[src/rtl/vga_blit_pkg.sv]
// Shared constants for the VRAM blitter: screen geometry, VRAM address layout,
// command modes and FSM state encoding.
package vga_blit_pkg;

  localparam int H_RES        = 640;
  localparam int V_RES        = 480;
  localparam int VRAM_AW      = 19;
  localparam int VRAM_SEL_BIT = 19;

  localparam logic MODE_FILL = 1'b0;
  localparam logic MODE_COPY = 1'b1;

  typedef enum logic [2:0] {
    IDLE,
    CHECK,
    FILL_WR,
    CP_RD,
    CP_WAIT,
    CP_WR,
    DONE
  } blitState_e;

endpackage

[src/rtl/vram_addr_gen.sv]
// Combinational pixel (x,y) to linear VRAM address: y*640 + x, built from
// shifts so no multiplier is needed.
module vram_addr_gen
  import vga_blit_pkg::*;
(
  input  logic [9:0]         x_i,
  input  logic [9:0]         y_i,
  output logic [VRAM_AW-1:0] addr_o
);

  logic [VRAM_AW-1:0] yExt;
  logic [VRAM_AW-1:0] xExt;

  assign yExt   = VRAM_AW'(y_i);
  assign xExt   = VRAM_AW'(x_i);
  assign addr_o = (yExt << 9) + (yExt << 7) + xExt;

endmodule

[src/rtl/avalon_vram_blit_master.sv]
// Avalon-MM master drawing rectangles (solid fill or copy) into the 640x480x8 VRAM.
// Copy mode is only built when AVALON_BLIT_COPY_EN is defined; otherwise copy commands are rejected.
module avalon_vram_blit_master
  import vga_blit_pkg::*;
(
  input  logic        i_clk,
  input  logic        i_reset,
  input  logic        i_start,
  input  logic        i_mode,
  input  logic [9:0]  i_x0,
  input  logic [9:0]  i_y0,
  input  logic [9:0]  i_src_x,
  input  logic [9:0]  i_src_y,
  input  logic [9:0]  i_w,
  input  logic [9:0]  i_h,
  input  logic [7:0]  i_color,
  output logic        o_busy,
  output logic        o_done,
  output logic        o_error,
  output logic [19:0] o_address,
  output logic        o_chipselect,
  output logic        o_read,
  output logic        o_write,
  output logic [31:0] o_writedata,
  input  logic        i_waitrequest,
  input  logic [31:0] i_readdata,
  input  logic        i_readdatavalid
);

  blitState_e         state_q;
  logic               mode_q;
  logic [9:0]         x0_q, y0_q, srcX_q, srcY_q, w_q, h_q;
  logic [7:0]         color_q;
  logic [9:0]         cx_q, cy_q;
  logic               busy_q, done_q, error_q;
  logic               write_q, cs_q;
  logic [VRAM_AW-1:0] addr_q;
  logic [7:0]         wdata_q;
`ifdef AVALON_BLIT_COPY_EN
  logic               read_q;
`endif

  logic [9:0]         advCx_d, advCy_d, selCx_d, selCy_d;
  logic               lastPix_d, dstOob_d, srcOob_d;
  logic [VRAM_AW-1:0] dstAddr, srcAddr;

  // Write-accept states address the next pixel; everywhere else the current one.
  always_comb begin
    advCx_d   = cx_q + 10'd1;
    advCy_d   = cy_q;
    if (cx_q == w_q - 10'd1) begin
      advCx_d = 10'd0;
      advCy_d = cy_q + 10'd1;
    end
    lastPix_d = (cx_q == w_q - 10'd1) && (cy_q == h_q - 10'd1);
    selCx_d   = cx_q;
    selCy_d   = cy_q;
    if (state_q == FILL_WR || state_q == CP_WR) begin
      selCx_d = advCx_d;
      selCy_d = advCy_d;
    end
    dstOob_d = (({1'b0, x0_q} + {1'b0, w_q}) > 11'(H_RES)) ||
               (({1'b0, y0_q} + {1'b0, h_q}) > 11'(V_RES));
    srcOob_d = (({1'b0, srcX_q} + {1'b0, w_q}) > 11'(H_RES)) ||
               (({1'b0, srcY_q} + {1'b0, h_q}) > 11'(V_RES));
  end

  vram_addr_gen uDstAddr (
    .x_i    (x0_q + selCx_d),
    .y_i    (y0_q + selCy_d),
    .addr_o (dstAddr)
  );

  vram_addr_gen uSrcAddr (
    .x_i    (srcX_q + selCx_d),
    .y_i    (srcY_q + selCy_d),
    .addr_o (srcAddr)
  );

  always_ff @(posedge i_clk or posedge i_reset) begin
    if (i_reset) begin
      state_q <= IDLE;
      mode_q  <= MODE_FILL;
      x0_q    <= '0;
      y0_q    <= '0;
      srcX_q  <= '0;
      srcY_q  <= '0;
      w_q     <= '0;
      h_q     <= '0;
      color_q <= '0;
      cx_q    <= '0;
      cy_q    <= '0;
      busy_q  <= 1'b0;
      done_q  <= 1'b0;
      error_q <= 1'b0;
      write_q <= 1'b0;
      cs_q    <= 1'b0;
      addr_q  <= '0;
      wdata_q <= '0;
`ifdef AVALON_BLIT_COPY_EN
      read_q  <= 1'b0;
`endif
    end else begin
      case (state_q)
        IDLE: begin
          if (i_start) begin
            mode_q  <= i_mode;
            x0_q    <= i_x0;
            y0_q    <= i_y0;
            srcX_q  <= i_src_x;
            srcY_q  <= i_src_y;
            w_q     <= i_w;
            h_q     <= i_h;
            color_q <= i_color;
            cx_q    <= '0;
            cy_q    <= '0;
            busy_q  <= 1'b1;
            state_q <= CHECK;
          end
        end
        // Empty beats out-of-bounds, which beats an unsupported mode.
        CHECK: begin
          if (w_q == 10'd0 || h_q == 10'd0) begin
            done_q  <= 1'b1;
            state_q <= DONE;
          end else if (dstOob_d || (mode_q == MODE_COPY && srcOob_d)) begin
            done_q  <= 1'b1;
            error_q <= 1'b1;
            state_q <= DONE;
`ifdef AVALON_BLIT_COPY_EN
          end else if (mode_q == MODE_COPY) begin
            read_q  <= 1'b1;
            cs_q    <= 1'b1;
            addr_q  <= srcAddr;
            state_q <= CP_RD;
`else
          end else if (mode_q == MODE_COPY) begin
            done_q  <= 1'b1;
            error_q <= 1'b1;
            state_q <= DONE;
`endif
          end else begin
            write_q <= 1'b1;
            cs_q    <= 1'b1;
            addr_q  <= dstAddr;
            wdata_q <= color_q;
            state_q <= FILL_WR;
          end
        end
        FILL_WR: begin
          if (!i_waitrequest) begin
            if (lastPix_d) begin
              write_q <= 1'b0;
              cs_q    <= 1'b0;
              done_q  <= 1'b1;
              state_q <= DONE;
            end else begin
              cx_q   <= advCx_d;
              cy_q   <= advCy_d;
              addr_q <= dstAddr;
            end
          end
        end
`ifdef AVALON_BLIT_COPY_EN
        CP_RD: begin
          if (!i_waitrequest) begin
            read_q  <= 1'b0;
            cs_q    <= 1'b0;
            state_q <= CP_WAIT;
          end
        end
        CP_WAIT: begin
          if (i_readdatavalid) begin
            wdata_q <= i_readdata[7:0];
            write_q <= 1'b1;
            cs_q    <= 1'b1;
            addr_q  <= dstAddr;
            state_q <= CP_WR;
          end
        end
        CP_WR: begin
          if (!i_waitrequest) begin
            write_q <= 1'b0;
            if (lastPix_d) begin
              cs_q    <= 1'b0;
              done_q  <= 1'b1;
              state_q <= DONE;
            end else begin
              cx_q    <= advCx_d;
              cy_q    <= advCy_d;
              read_q  <= 1'b1;
              addr_q  <= srcAddr;
              state_q <= CP_RD;
            end
          end
        end
`endif
        DONE: begin
          done_q  <= 1'b0;
          error_q <= 1'b0;
          busy_q  <= 1'b0;
          state_q <= IDLE;
        end
        default: state_q <= IDLE;
      endcase
    end
  end

`ifdef AVALON_BLIT_COPY_EN
  assign o_read = read_q;
  logic unusedRdHigh;
  assign unusedRdHigh = ^i_readdata[31:8];
`else
  assign o_read = 1'b0;
  logic unusedCopyIo;
  assign unusedCopyIo = ^{i_readdata, i_readdatavalid, srcAddr};
`endif

  assign o_busy       = busy_q;
  assign o_done       = done_q;
  assign o_error      = error_q;
  assign o_address    = {1'b0, addr_q};
  assign o_chipselect = cs_q;
  assign o_write      = write_q;
  assign o_writedata  = {24'b0, wdata_q};

endmodule

[config.mk]
export PLATFORM = sky130hd
export DESIGN_NAME = avalon_vram_blit_master
export DESIGN_NICKNAME = d
export VERILOG_FILES = /design/src/rtl/vga_blit_pkg.sv /design/src/rtl/vram_addr_gen.sv /design/src/rtl/avalon_vram_blit_master.sv
export SDC_FILE = /design/constraint.sdc
export NUM_CORES = 1
export LEC_CHECK = 0
export BUFFER_PORTS_ARGS = -buffer_cell sky130_fd_sc_hd__buf_2
export CAP_MARGIN = 10
export CORE_MARGIN = 5
export CORE_UTILIZATION = 40
export CTS_CLUSTER_SIZE = 10
export DETAILED_ROUTE_END_ITERATION = 7
export GPL_TIMING_DRIVEN = 0
export HOLD_SLACK_MARGIN = 0.02
export RECOVER_POWER = 50
export SLEW_MARGIN = 20
export SYNTH_ARGS = -nofsm -noshare
export SYNTH_HDL_FRONTEND = slang
export SYNTH_SLANG_ARGS = --single-unit
[constraint.sdc]
create_clock -name i_clk -period 7 [get_ports i_clk]
set_input_delay 2.1 -clock i_clk [delete_from_list [all_inputs] [get_ports i_clk]]
set_output_delay 2.1 -clock i_clk [all_outputs]
set_load 0.05 [all_outputs]
== After elaboration in Yosys (flattened, before gate mapping) ==
Index checks and enable logic that the tools add are counted.

* Register bits after elaboration: 123
* Input bits: 106
* Output and inout port bits: 58
* Logic and storage cells: 115

* Add/subtract/negate cells: 12
* Order comparisons: 4
* Eq/ne operators: 15
* Mux-type cells: 40
* Bitwise operators: 3
* Reductions and logical operators: 24

{| class="wikitable"
|+ Operators by type and width
! cell !! count
|-
| $mux W19 || 5
|-
| $mux W10 || 9
|-
| $add A10 B10 Y11 || 4
|-
| $pmux W10 S2 || 2
|-
| $pmux W19 S2 || 1
|-
| $gt A11 B10 Y1 const B || 2
|-
| $gt A11 B9 Y1 const B || 2
|-
| $add A10 B1 Y10 const B || 2
|-
| $add A10 B10 Y10 || 2
|-
| $eq A10 B10 Y1 || 2
|-
| $logic_not A10 Y1 || 2
|-
| $sub A10 B1 Y10 const B || 2
|-
| $add A19 B10 Y19 || 1
|-
| $add A19 B17 Y19 || 1
|-
| $mux W3 || 6
|-
| $ne A2 B2 Y1 const B || 7
|-
| $mux W1 || 12
|-
| $reduce_and A4 Y1 || 3
|-
| $reduce_and A6 Y1 || 2
|-
| $pmux W3 S3 || 1
|-
| $reduce_bool A2 Y1 || 4
|-
| $eq A3 B3 Y1 const B || 2
|-
| $pmux W1 S2 || 3
|-
| $reduce_and A3 Y1 || 2
|-
| other kinds (11) || 19
|}

== Longest topological paths before layout ==
* Depth in word-level cells: 11
* Gate-level depth with buffers: 34
* Mapped depth without buffers: 32

== Hierarchy ==
Synthesis repeated with hierarchy kept, for this count alone.

* Cells, all modules: 903
* Area, all modules: 7825.0 µm²

{| class="wikitable"
|+ By module, submodules not included
! module !! instances !! cells an instance !! area each (µm²) !! seq. area each (µm²)
|-
| avalon_vram_blit_master || 1 || 821 || 7180.6 || 2577.5
|-
| vram_addr_gen || 1 || 82 || 644.4 || 0.0
|}

== Least setup slack after synthesis ==
No wires, ideal clock.

* Kind: register -> register
* Start: register w_q[1]
* End: register addr_q[18]
* Library setup time: 0.125 ns
* Arrival time: 6.259 ns
* Setup slack: 0.616 ns
* Stages on the path, launching flop included: 31
* Path buffers: 2
* Period minus slack after synthesis: 6.384 ns
* Cells stage by stage: dfrtp_1 -> inv_1 -> ha_1 -> or3b_1 -> nor4_1 -> o2111ai_1 -> nor4_1 -> and2_1 -> buf_2 -> clkbuf_1 -> o21ai_0 -> ha_1 -> a21o_1 -> a21oi_1 -> o21bai_1 -> a21oi_1 -> o21bai_1 -> a21oi_1 -> o21ai_0 -> xnor2_1 -> fa_1 -> fa_1 -> a21o_1 -> a21oi_1 -> o21bai_1 -> a21oi_1 -> o21ai_0 -> a21o_1 -> a21oi_1 -> xnor2_1 -> mux2_4

* Cells in the longest elaborated chain, start to end: 11
* Elaborated cells on any way between the ends: 31
* Classes of those cells: add/sub: 7; order compare: 2; eq/ne: 4; mux: 10; reduce/logical: 8

{| class="wikitable"
|+ RTL lines
! what !! RTL line !! RTL
|-
| start: declaration || avalon_vram_blit_master.sv:32 || <nowiki>logic [9:0] x0_q, y0_q, srcX_q, srcY_q, w_q, h_q;</nowiki>
|-
| start signal: assignment || avalon_vram_blit_master.sv:112 || <nowiki>w_q <= i_w;</nowiki>
|-
| $sub A10 B1 Y10 || avalon_vram_blit_master.sv:51, avalon_vram_blit_master.sv:55 ||
|-
| $eq A10 B10 Y1 || avalon_vram_blit_master.sv:51, avalon_vram_blit_master.sv:55 ||
|-
| $mux W10 || avalon_vram_blit_master.sv:51 || <nowiki>if (cx_q == w_q - 10'd1) begin</nowiki>
|-
| $mux W10 || avalon_vram_blit_master.sv:58 || <nowiki>if (state_q == FILL_WR || state_q == CP_WR) begin</nowiki>
|-
| $add A10 B10 Y10 || avalon_vram_blit_master.sv:70 || <nowiki>.y_i (y0_q + selCy_d),</nowiki>
|-
| $add A19 B17 Y19 || vram_addr_gen.sv:16 || <nowiki>assign addr_o = (yExt << 9) + (yExt << 7) + xExt;</nowiki>
|-
| $add A19 B10 Y19 || vram_addr_gen.sv:16 ||
|-
| $mux W19 || avalon_vram_blit_master.sv:137 || <nowiki>end else if (mode_q == MODE_COPY) begin</nowiki>
|-
| $mux W19 || avalon_vram_blit_master.sv:126 || <nowiki>end else if (dstOob_d || (mode_q == MODE_COPY && srcOob_d)) begin</nowiki>
|-
| $mux W19 || avalon_vram_blit_master.sv:123 || <nowiki>if (w_q == 10'd0 || h_q == 10'd0) begin</nowiki>
|-
| $pmux W19 S2 || avalon_vram_blit_master.sv:104 || <nowiki>case (state_q)</nowiki>
|-
| end signal: assignment || avalon_vram_blit_master.sv:145 || <nowiki>addr_q <= dstAddr;</nowiki>
|-
| end signal: assignment || avalon_vram_blit_master.sv:160 || <nowiki>addr_q <= dstAddr;</nowiki>
|-
| end: declaration || avalon_vram_blit_master.sv:37 || <nowiki>logic [VRAM_AW-1:0] addr_q;</nowiki>
|}

Parallel ways exist; a longest one is shown, timed or not. The select of a mux whose other input is x is not followed.
A chain may end at the register's enable or synchronous reset.

== Worst setup path after layout ==
* Start: register w_q[0]
* End: register addr_q[18]

The elaborated chain is that of the path after synthesis.

==> run metrics <==
Lkg Pwr 0.003896 µW; antenna violations before repair 0; # IOs 164; synthesis-to-layout area growth 15.68%; failing checks max-capacitance violations, max-slew violations; Synth Area per Inst 9.972 µm²; DR iter-0 viols 311; flop2flop setup slack 0.48 ns; Yosys reg bits 103; fmax 153.4 MHz; Die ar. 21050 µm²; fin area 8444 µm²; CTS sink cnt 103; Post-synth ARST share 100.0%; area leader, netlist dfrtp_1; Synth Warn # 0; Pre-antenna DRT Iters 6; Die X 145.1 µm; DRC viols 0; largest net degree at the start of global routing 67; DRT Wirelength 17480 µm; Synth cell types 63; mapped cell area 7300 µm²; cell with the most instances after synthesis dfrtp_1; CP arrival 6.76 ns; Fin. Hold Viols 0; Max IR drop VDD 0.0003029 V; main flop type after synthesis dfrtp_1; GPL Wtd Cong 0.8909; Max clock buf depth 2; CTS tree done; vias per cell 5.153; clk_skew 0.009627 ns; CP Capture Type register; Final #Nets 1027; crit share post-route 93.10%; Final min period 6.517 ns; Core ar. 17960 µm²; Slew Limit Headroom -105.3%; RSZ-0062 raised after global routing false; H-Tree Depth 3; WL/cell 16.06 µm; CTS Root Buffer Type clkbuf_16; share of layout cells above drive strength 1 24.68%; max-cap viol count 2; Setup violations, final 0; Total Routing Usage GR 16.40%; Antenna Nets Post-Route 0; antenna diode count 0; Layout fillers 1746; Synth top cells by count dfrtp_1 (103), o21ai_0 (65), ha_1 (61); sequential element share of the synthesized area 35.31%; quantity of I/O buffers inserted on ports 84; die height 145.1 µm; global-route wire length before repair 28120 µm; Synth Instances 732; CTS buffer count 9; clk slew on worst S/H paths 0.07 ns; vias in the first global route 5441; Max FO, Critical Path 8; vias 5607; WS Path Type register to register; top cell type's share of synthesized area 35.31%; Initial Utilization 40.64%; Setup crit start kind register; WP data required 7.24 ns; row cnt 49; EDFF count, synth 0; total power 4212 µW; PD cells 498.8 nW/µm²; max incr delay on CP 0.46 ns; worst-skew pair later-pin latency 0.36 ns; Worst path slowest cell dfrtp_2; status finished, violations left; total gr overflow 0; largest cells by area after synthesis dfrtp_1 (35%), ha_1 (10%), mux2_2 (9.1%), xnor2_1 (4.7%), o21ai_0 (4.5%); Slew Limit Fails 106; HPWL Detailed 13720 µm; actual slew at the worst max-slew pin 3.079 ns; placed inst area 8133 µm²; HP Class register to register
worst max-delay path: cells and delay by family (launching register included):
family / cells / cell delay (ns)
XOR/XNOR: 2 / 0.25
adder cells (fa/ha/maj): 6 / 1.63
AO/OA/AOI/OAI: 16 / 2.57
buffers and inverters: 3 / 0.20
flip-flops: 1 / 0.46
AND/OR/NAND/NOR: 4 / 1.00
multiplexers: 1 / 0.27
per-layer routing:
metal	track usage, %	share of wire (%)	wire length (µm)
met4	4.058	0.90	158
met1	22.88	48	8378
met2	26.15	46	8076
met3	3.430	4.9	862
met5	0	0	0
cell usage in the layout (no fill, tap or decap), types with 26 or more instances in the layout:
cell type    n
nor2_1      26
dfrtp_1    101
clkbuf_1    32
buf_2       73
ha_1        61
conb_1      26
a21oi_1     42
xor2_1      31
xnor2_1     39
o21ai_0     62
nand2_1     37
buf_4       30
mux2_2      59
sequential cells by signal (all words and copies together), names as in the netlist:
signal,count
wdata_q,8
mode_q,1
o_busy,1
cx_q,10
o_error,1
h_q,10
y0_q,10
o_chipselect,1
addr_q,19
x0_q,10
state_q,3
o_done,1
w_q,10
color_q,8
cy_q,10
stage by stage:
step / utilization, % / hold slack [ns] / instances / setup slack (ns) / TNS [ns]
after detailed placement: 45.27 / 0.4892 / 1071 / -0.6319 / -1.492
after global placement: 45.09 / 0.4845 / 1070 / -0.5998 / -1.343
after CTS: 47.09 / 0.5094 / 1088 / 0.001306 / 0
after floorplan: - / 0.4583 / 757 / 0.6164 / 0
final: 47.01 / 0.5050 / 1088 / 0.4831 / 0
after global routing: 47.01 / 0.5292 / 1088 / 0.009000 / 0
area by class of cell:
| class | count | area, µm² | area share (%) |
|---|---|---|---|
| Clock inverter | 4 | 31.28 | 0.3704 |
| Clock buffer | 12 | 246.5 | 2.919 |
| Timing Repair Buffer | 88 | 439.2 | 5.201 |
| Multi-Input combinational cell | 578 | 4454 | 52.75 |
| Sequential cell | 103 | 2580 | 30.55 |
| Inverter | 24 | 91.34 | 1.082 |
| Buffer | 50 | 315.3 | 3.734 |
| Tap cell | 229 | 286.5 | 3.393 |
what timing repair did:
action                                  in CTS  in global routing
hold buffers                                 0                  0
buffers inserted                             2                  1
endpoints found under the setup margin       5                  4
gates resized for setup                     12                 10
pin swaps                                    1                  5
power breakdown:
| group | leakage, µW | internal, µW | switching, µW |
|---|---|---|---|
| clock | 0.000125 | 252 | 229 |
| combinational | 0.00251 | 1140 | 1490 |
| sequential | 0.00127 | 843 | 263 |
final timing paths:
check,from,end,cells after the start
max in group asynchronous,i_reset,o_done,3
min in group asynchronous,i_reset,addr_q[15],2
min reg2reg,addr_q[17],addr_q[17],1
min,addr_q[17],addr_q[17],1
max reg2reg,w_q[0],addr_q[18],32
max,w_q[0],addr_q[18],32
kinds of logic (layout without fill, tap and decap cells):
| group | after synthesis | in the layout | synth area share (%) |
|---|---|---|---|
| flops | 103 | 103 | 35.31 |
| xor+xnor | 70 | 70 | 8.399 |
| simple gates | 164 | 164 | 11.93 |
| other cells | 1 | 26 | 0.05137 |
| mux | 70 | 70 | 11.23 |
| fa+ha+maj | 67 | 67 | 12.10 |
| buf+inv | 76 | 178 | 5.571 |
| compound gates | 181 | 181 | 15.41 |
Power figures use the tool's default switching activity.
